[config.mk]
export PLATFORM = sky130hd
export DESIGN_NAME = wb_regfile_flat
export DESIGN_NICKNAME = d
export VERILOG_FILES = /design/src/rtl/wb_regfile_if.sv /design/src/rtl/wb_regfile.sv /design/src/flat_wrapper.sv
export SDC_FILE = /design/constraint.sdc
export NUM_CORES = 2
export LEC_CHECK = 0
export CAP_MARGIN = 25
export CORE_UTILIZATION = 45
export DETAILED_ROUTE_END_ITERATION = 6
export PLACE_DENSITY = 0.68
export SYNTH_ARGS = -nofsm -noshare
export SYNTH_HDL_FRONTEND = slang
export SYNTH_SLANG_ARGS = --single-unit
[constraint.sdc]
create_clock -name clk -period 6.65 [get_ports clk]
set_input_delay 1.33 -clock clk [delete_from_list [all_inputs] [get_ports clk]]
set_output_delay 1.33 -clock clk [all_outputs]
set_load 0.05 [all_outputs]
[src/rtl/wb_regfile_if.sv]
// Bundle between the MEM stage / decode side and the write-back register bank.
// Only the clock and reset are kept outside it.
interface wb_regfile_if;
    logic        stall;
    logic        flush;
    logic        mem_valid;
    logic        mem_reg_we;
    logic [4:0]  mem_rd;
    logic [31:0] mem_alu_res;
    logic [31:0] mem_load_data;
    logic [2:0]  mem_ld_type;
    logic        mem_is_link;
    logic [31:0] mem_pc;
    logic [4:0]  rs1_addr;
    logic [4:0]  rs2_addr;
    logic [31:0] rs1_data;
    logic [31:0] rs2_data;
    logic        wb_we;
    logic [4:0]  wb_rd;
    logic [31:0] wb_data;

    modport master (
        output stall, flush, mem_valid, mem_reg_we, mem_rd, mem_alu_res,
               mem_load_data, mem_ld_type, mem_is_link, mem_pc, rs1_addr, rs2_addr,
        input  rs1_data, rs2_data, wb_we, wb_rd, wb_data
    );

    modport slave (
        input  stall, flush, mem_valid, mem_reg_we, mem_rd, mem_alu_res,
               mem_load_data, mem_ld_type, mem_is_link, mem_pc, rs1_addr, rs2_addr,
        output rs1_data, rs2_data, wb_we, wb_rd, wb_data
    );
endinterface

[src/rtl/wb_regfile.sv]
// DLX write-back stage: MEM/WB latch, load formatting, result select and the
// 32x32 integer register bank with write-through read ports.
module wb_regfile #(
    parameter int DW       = 32,
    parameter int NREG     = 32,
    parameter int LINK_REG = 31
) (
    input logic         clk,
    input logic         rst,
    wb_regfile_if.slave bus
);

    logic          valid_q;
    logic          we_q;
    logic [4:0]    rd_q;
    logic [DW-1:0] alu_q;
    logic [DW-1:0] ld_q;
    logic [2:0]    type_q;
    logic          link_q;
    logic [DW-1:0] pc_q;

    always_ff @(posedge clk) begin
        if (rst) begin
            valid_q <= 1'b0;
            we_q    <= 1'b0;
            rd_q    <= '0;
            alu_q   <= '0;
            ld_q    <= '0;
            type_q  <= '0;
            link_q  <= 1'b0;
            pc_q    <= '0;
        end else if (bus.stall) begin
            valid_q <= valid_q;
        end else if (bus.flush) begin
            valid_q <= 1'b0;
            we_q    <= 1'b0;
        end else begin
            valid_q <= bus.mem_valid;
            we_q    <= bus.mem_reg_we;
            rd_q    <= bus.mem_rd;
            alu_q   <= bus.mem_alu_res;
            ld_q    <= bus.mem_load_data;
            type_q  <= bus.mem_ld_type;
            link_q  <= bus.mem_is_link;
            pc_q    <= bus.mem_pc;
        end
    end

    logic [7:0]    ld_byte;
    logic [15:0]   ld_half;
    logic [DW-1:0] ld_fmt;

    // Big-endian lanes: offset 0 is the most significant byte of the word.
    always_comb begin
        ld_byte = ld_q[7:0];
        case (alu_q[1:0])
            2'd0:    ld_byte = ld_q[31:24];
            2'd1:    ld_byte = ld_q[23:16];
            2'd2:    ld_byte = ld_q[15:8];
            default: ld_byte = ld_q[7:0];
        endcase
        ld_half = alu_q[1] ? ld_q[15:0] : ld_q[31:16];
        ld_fmt  = ld_q;
        case (type_q)
            3'b001:  ld_fmt = {{24{ld_byte[7]}}, ld_byte};
            3'b010:  ld_fmt = {24'd0, ld_byte};
            3'b011:  ld_fmt = {{16{ld_half[15]}}, ld_half};
            3'b100:  ld_fmt = {16'd0, ld_half};
            default: ld_fmt = ld_q;
        endcase
    end

    logic          wb_we;
    logic [4:0]    wb_rd;
    logic [DW-1:0] wb_data;

    always_comb begin
        wb_rd   = link_q ? 5'(LINK_REG) : rd_q;
        wb_we   = valid_q & we_q & (wb_rd != 5'd0);
        wb_data = alu_q;
        if (link_q) begin
            wb_data = pc_q + DW'(4);
        end else if (type_q != 3'b000) begin
            wb_data = ld_fmt;
        end
    end

    logic [DW-1:0] bank [NREG];

    // A stalled write simply repeats the same value; r0 is excluded by wb_we.
    always_ff @(posedge clk) begin
        if (rst) begin
            for (int i = 0; i < NREG; i++) begin
                bank[i] <= '0;
            end
        end else if (wb_we) begin
            bank[wb_rd] <= wb_data;
        end
    end

    logic [DW-1:0] rs1_val;
    logic [DW-1:0] rs2_val;

    always_comb begin
        rs1_val = '0;
        rs2_val = '0;
        if (bus.rs1_addr != 5'd0) begin
            rs1_val = (wb_we && wb_rd == bus.rs1_addr) ? wb_data : bank[bus.rs1_addr];
        end
        if (bus.rs2_addr != 5'd0) begin
            rs2_val = (wb_we && wb_rd == bus.rs2_addr) ? wb_data : bank[bus.rs2_addr];
        end
    end

    assign bus.rs1_data = rs1_val;
    assign bus.rs2_data = rs2_val;
    assign bus.wb_we    = wb_we;
    assign bus.wb_rd    = wb_rd;
    assign bus.wb_data  = wb_data;

endmodule

[src/flat_wrapper.sv]
// flat-port wrapper written by rule: the top's interface ports become plain ports
module wb_regfile_flat 
#(
    parameter int DW       = 32,
    parameter int NREG     = 32,
    parameter int LINK_REG = 31
)
  (clk, rst, bus_stall, bus_flush, bus_mem_valid, bus_mem_reg_we, bus_mem_rd, bus_mem_alu_res, bus_mem_load_data, bus_mem_ld_type, bus_mem_is_link, bus_mem_pc, bus_rs1_addr, bus_rs2_addr, bus_rs1_data, bus_rs2_data, bus_wb_we, bus_wb_rd, bus_wb_data);
  wb_regfile_if bus_i ();
  input logic clk;
  input logic rst;
  input wire logic [$bits(bus_i.stall)-1:0] bus_stall;
  input wire logic [$bits(bus_i.flush)-1:0] bus_flush;
  input wire logic [$bits(bus_i.mem_valid)-1:0] bus_mem_valid;
  input wire logic [$bits(bus_i.mem_reg_we)-1:0] bus_mem_reg_we;
  input wire logic [$bits(bus_i.mem_rd)-1:0] bus_mem_rd;
  input wire logic [$bits(bus_i.mem_alu_res)-1:0] bus_mem_alu_res;
  input wire logic [$bits(bus_i.mem_load_data)-1:0] bus_mem_load_data;
  input wire logic [$bits(bus_i.mem_ld_type)-1:0] bus_mem_ld_type;
  input wire logic [$bits(bus_i.mem_is_link)-1:0] bus_mem_is_link;
  input wire logic [$bits(bus_i.mem_pc)-1:0] bus_mem_pc;
  input wire logic [$bits(bus_i.rs1_addr)-1:0] bus_rs1_addr;
  input wire logic [$bits(bus_i.rs2_addr)-1:0] bus_rs2_addr;
  output wire logic [$bits(bus_i.rs1_data)-1:0] bus_rs1_data;
  output wire logic [$bits(bus_i.rs2_data)-1:0] bus_rs2_data;
  output wire logic [$bits(bus_i.wb_we)-1:0] bus_wb_we;
  output wire logic [$bits(bus_i.wb_rd)-1:0] bus_wb_rd;
  output wire logic [$bits(bus_i.wb_data)-1:0] bus_wb_data;
  assign bus_i.stall = bus_stall;
  assign bus_i.flush = bus_flush;
  assign bus_i.mem_valid = bus_mem_valid;
  assign bus_i.mem_reg_we = bus_mem_reg_we;
  assign bus_i.mem_rd = bus_mem_rd;
  assign bus_i.mem_alu_res = bus_mem_alu_res;
  assign bus_i.mem_load_data = bus_mem_load_data;
  assign bus_i.mem_ld_type = bus_mem_ld_type;
  assign bus_i.mem_is_link = bus_mem_is_link;
  assign bus_i.mem_pc = bus_mem_pc;
  assign bus_i.rs1_addr = bus_rs1_addr;
  assign bus_i.rs2_addr = bus_rs2_addr;
  assign bus_rs1_data = bus_i.rs1_data;
  assign bus_rs2_data = bus_i.rs2_data;
  assign bus_wb_we = bus_i.wb_we;
  assign bus_wb_rd = bus_i.wb_rd;
  assign bus_wb_data = bus_i.wb_data;
  wb_regfile #(.DW(DW), .NREG(NREG), .LINK_REG(LINK_REG)) u_core (.clk(clk), .rst(rst), .bus(bus_i));
endmodule
Yosys cells after proc, flatten, opt, wreduce, memory -nomap -nowiden
Memories as Yosys holds them, arrays and structs flattened.
Index checks and enable logic that the tools add are counted.
- register bits after elaboration: 107
- bits in writable memories: 1024
- output and inout port bits: 102
- logic and storage cells: 51
- memories kept: 1
- memory list (memory ; depth ; width ; read ports ; clocked after Yosys merged registers in ; wr ports ; line ; RTL):
    u_core.bank ; 32 ; 32 ; 2 ; 0 ; 32 ; wb_regfile.sv:88 ; logic [DW-1:0] bank [NREG];
- add/sub/neg operators: 1
- equal/unequal tests: 8
- multiplexer cells: 20
- bitwise operators: 4
- reductions and logical operators: 9
- operators by type and width (cell ; count):
    $mux W32 ; 7
    $pmux W32 S4 ; 1
    $add A32 B3 Y32 const B ; 1
    $reduce_or A32 Y1 ; 1
    $pmux W8 S3 ; 1
    $mux W16 ; 1
    $reduce_bool A5 Y1 ; 3
    $eq A5 B5 Y1 ; 2
    $mux W5 ; 2
    $mux W1 ; 8
    $eq A3 B2 Y1 const B ; 2
    $eq A3 B1 Y1 const B ; 1
    $eq A3 B3 Y1 const B ; 1
    $reduce_bool A3 Y1 ; 1
    $and A1 B1 Y1 ; 2
    $eq A2 B1 Y1 const B ; 1
    $eq A2 B2 Y1 const B ; 1
    $logic_and A1 B1 Y1 ; 2
    $logic_not A2 Y1 ; 1
    $not A1 Y1 ; 2
    $reduce_and A2 Y1 ; 1

Depth between registers and ports, before layout
- depth in word-level cells: 8
- gate-level depth with buffers: 10
- mapped depth without buffers: 7

Least setup slack after synthesis
OpenSTA, ideal clock, no wires.
- kind: input to output
- start point: in bus_rs2_addr[3]
- end point: out bus_rs2_data[1]
- arrival: 3.889 ns
- required time: 5.320 ns
- setup slack: 1.431 ns
- stages: 8
- cells stage by stage: clkbuf_1 -> nand2b_1 -> or3_1 -> clkbuf_1 -> o22ai_1 -> a211o_1 -> or4_1 -> o32ai_1
- longest elaborated chain between the ends: 4
- ends and longest elaborated chain (what ; line ; RTL):
    start, declared ; flat_wrapper.sv:23 ; input wire logic [$bits(bus_i.rs2_addr)-1:0] bus_rs2_addr;
    branches (longest 3 deep; another with $mem_v2 Z32 W32) ; -- ;
    $mux W32 * ; wb_regfile.sv:110 ; if (bus.rs2_addr != 5'd0) begin
    end, declared ; flat_wrapper.sv:25 ; output wire logic [$bits(bus_i.rs2_data)-1:0] bus_rs2_data;
Every way passes the cells marked *.

Worst setup path after layout
- start point: in bus_rs1_addr[3]
- end point: out bus_rs1_data[19]
- longest elaborated chain between the ends: 4
- ends and longest elaborated chain (what ; line ; RTL):
    start, declared ; flat_wrapper.sv:22 ; input wire logic [$bits(bus_i.rs1_addr)-1:0] bus_rs1_addr;
    branches (longest 3 deep; another with $mem_v2 Z32 W32) ; -- ;
    $mux W32 * ; wb_regfile.sv:107 ; if (bus.rs1_addr != 5'd0) begin
    end, declared ; flat_wrapper.sv:24 ; output wire logic [$bits(bus_i.rs1_data)-1:0] bus_rs1_data;
Marked as above.

==> impl_metrics.csv <==
group,metric,value,unit
run_status,status,"complete, no violations",
placement,hpwl,140000,um
synth,yosys_warnings,0,
critical_path,crit_fanout,9,
floorplanning,die_w,362,um
synth,syn_avg_cell_area,12.7,um^2
floorplanning,dieArea,131000,um^2
clock_tree,cts_inserted_buffers,117,
floorplanning,die_h,362,um
global_route,antenna_found_initial,6,
routing,dr_total_vias,44371,
clock_tree,cts_resized,0,
power_and_ir_drop,peakVddDrop,0.000236,V
synth,ys_async_sr_fraction,0,%
sta,clock.fmax,156,MHz
sta,hold_violations,0,
synth,ys_seq_area_share,56.3,%
finish,nets,4877,
sta,setup-tns-final,0,ns
power_and_ir_drop,combinationalPowerShare,16.5,%
global_route,grt_max_degree,97,
global_route,grt_pass1_wl,307000,um
power_and_ir_drop,power_frac_seq,45.8,%
job,cap_violations,0,
placement,gp_congestion,0.969,
critical_path,worst-setup-path-type,"input pin to primary output",
critical_path,crit_arrival,5.07,ns
clock_tree,h-tree-depth,3,
clock_tree,ctsHoldBuffers,0,
finish,layout_commonest_cell,"nor2_1",
global_route,grt_use_total,32.8,%
routing,drt-vias-per-instance,6.74,
power_and_ir_drop,pwr-share-clk,37.7,%
sta,slew_headroom,24.1,%
power_and_ir_drop,cellPowerDensity,264,nW/um^2
clock_tree,clockBufferDepth,3,
clock_tree,post-cts-setup-buffers,0,
critical_path,endpoint_kind,"primary output",
routing,finalWirelength,219000,um
power_and_ir_drop,power.total,17800,uW
routing,wl_per_cell,33.3,um
power_and_ir_drop,p_sw,5020,uW
power_and_ir_drop,power_leakage,0.0238,uW
synth,ys_types,77,
finish,layout-drive-gt1-share,20.8,%
floorplanning,rows,131,
critical_path,critPathLaunchType,"input pin",
clock_tree,clock-root-buffer,"clkbuf_16",
critical_path,slowest_delay,1.09,ns
power_and_ir_drop,netSwitchingFraction,28.2,%
synth,synth-edff-count,1024,
finish,mostFrequentLayoutCells,"nor2_1, edfxtp_1, mux4_2",
clock_tree,cts_sinks,1131,
routing,firstDrtPassIters,6,
hold_path,hp-class,"register to register",
synth,ys_ff_latch,1131,
routing,drcViolationCount,0,
synth,synth_cells,4612,
placement,io_buffers,222,
sta,worst_pin_slew,1.14,ns
sta,setup_viol_count_final,0,
global_route,grt_pass1_vias,42722,
sta,post-route-period-util,96.2,%
power_and_ir_drop,p_int,12800,uW
sta,rsz0062_at_grt,"false",
critical_path,cpMostUsedCell,"buf_4",
critical_path,cp.required,5.32,ns
floorplanning,core,128000,um^2
clock_tree,worstSkewPairLatency,0.76,ns
sta,slew_viol_final,0,
synth,ys.flop_type,"edfxtp_1",
critical_path,worstPathCellList,"clkdlybuf4s50_1, buf_4, nor2b_1, buf_4, nand2_1, o22ai_1, a2111oi_1, buf_4, nand2_1, o21ai_1, buf_12",
clock_tree,cts_tree,"yes",
clock_tree,clkTransAtPathRegs,0.05,ns
finish,syn_to_final_growth,15.4,%
sta,period_needed,6.40,ns
routing,final_antenna_net_count,0,
synth,synthesis.area,58400,um^2
floorplanning,initial_core_util,45.6,%
routing,drtIter0Drc,7999,
sta,fin_skew,0.0528,ns
global_route,gr-total-overflow,0,
floorplanning,io_pins,223,
critical_path,slowest_stage,"clkdlybuf4s50_1",
## critical path: cells and delay by family
kind / cells / cell delay, ns
simple gates: 3 / 0.46
compound gates: 3 / 1.29
buf+inv: 5 / 1.97
## metal layers
layer  up-vias  track usage, %  wire length [um]
met5         -           0.555               147
li1      17607               -                 -
met4         8            18.4             15100
met3       889            11.3             33300
met2      3968            49.8             97100
met1     21899            40.9             73700
## sequential cells by signal, summed over array words and instances, names as in the netlist
register / count
u_core.alu_q: 32
u_core.bank: 1024
u_core.ld_q: 32
u_core.link_q: 1
u_core.pc_q: 32
u_core.rd_q: 5
u_core.type_q: 3
u_core.valid_q: 1
u_core.we_q: 1
## power groups by stage
stage	combinational, uW	clock [uW]	sequential (uW)
after floorplan	1660	0	8220
after global placement	2830	0	8260
after detailed placement	2850	0	8280
after CTS	2850	6710	8130
after global routing	2990	6960	8160
final	2940	6710	8140
## layout make-up
class                           instances  area [um^2]
Antenna cell                            2         5.00
Clock buffer                          157         3310
Clock inverter                         58          553
Fill cell                           10726        60800
Inverter                               46          173
Multi-Input combinational cell       3000        23500
Sequential cell                      1131        32900
Tap cell                             1729         2160
Timing Repair Buffer                  459         4810
## synth_stat cells (23+ instances only)
cell | number | share of area, %
mux2i_1 | 278 | 4.8
nand2b_1 | 44 | 0.47
buf_4 | 32 | 0.41
mux4_2 | 393 | 15
nor2_1 | 1051 | 6.8
mux2_2 | 23 | 0.44
clkbuf_1 | 228 | 1.5
o211a_1 | 23 | 0.39
buf_6 | 32 | 0.62
nand2_1 | 340 | 2.2
dfxtp_1 | 107 | 3.7
nor3_1 | 26 | 0.22
a21oi_1 | 132 | 1.1
o21ai_0 | 45 | 0.39
o22ai_1 | 182 | 1.9
nand3_1 | 32 | 0.27
inv_1 | 43 | 0.28
edfxtp_1 | 1024 | 53
a22oi_1 | 104 | 1.3
buf_2 | 153 | 1.3
## cell families (layout without fill, tap and decap cells)
kind of cell    Yosys count  after routing  share of synthesized area, %
xor+xnor                 24             24                         0.360
compound gates          637            637                          7.34
simple gates           1611           1611                          11.3
other cells               1             34                       0.00642
mux                     694            694                          20.4
fa+ha+maj                 2              2                        0.0386
flops                  1131           1131                          56.3
buf+inv                 512            720                          4.24
## path summary, 6_finish.rpt
check                              to        startpoint  slack, ns  cells past startpoint
setup / recovery     bus_rs1_data[19]   bus_rs1_addr[3]       0.25                     11
hold / removal       u_core.alu_q[16]  u_core.alu_q[16]       0.45                      2
setup reg to reg  u_core.bank[14][26]   u_core.alu_q[1]       2.59                      6
hold reg to reg      u_core.alu_q[16]  u_core.alu_q[16]       0.45                      2
## per-stage QoR
| step | cell area, um^2 | hold slack, ns | cells | worst slack, ns | util, % |
|---|---|---|---|---|---|
| after floorplan | 58500 | 0.432 | 4643 | 1.43 | - |
| after global placement | 63400 | 0.441 | 6358 | 0.518 | 49.5 |
| after detailed placement | 63500 | 0.448 | 6364 | 0.470 | 49.6 |
| after CTS | 67400 | 0.457 | 6579 | 0.441 | 52.6 |
| after global routing | 67400 | 0.470 | 6580 | 0.305 | 52.6 |
| final | 67400 | 0.454 | 6582 | 0.251 | 52.6 |
Power figures use the tool's default switching activity.
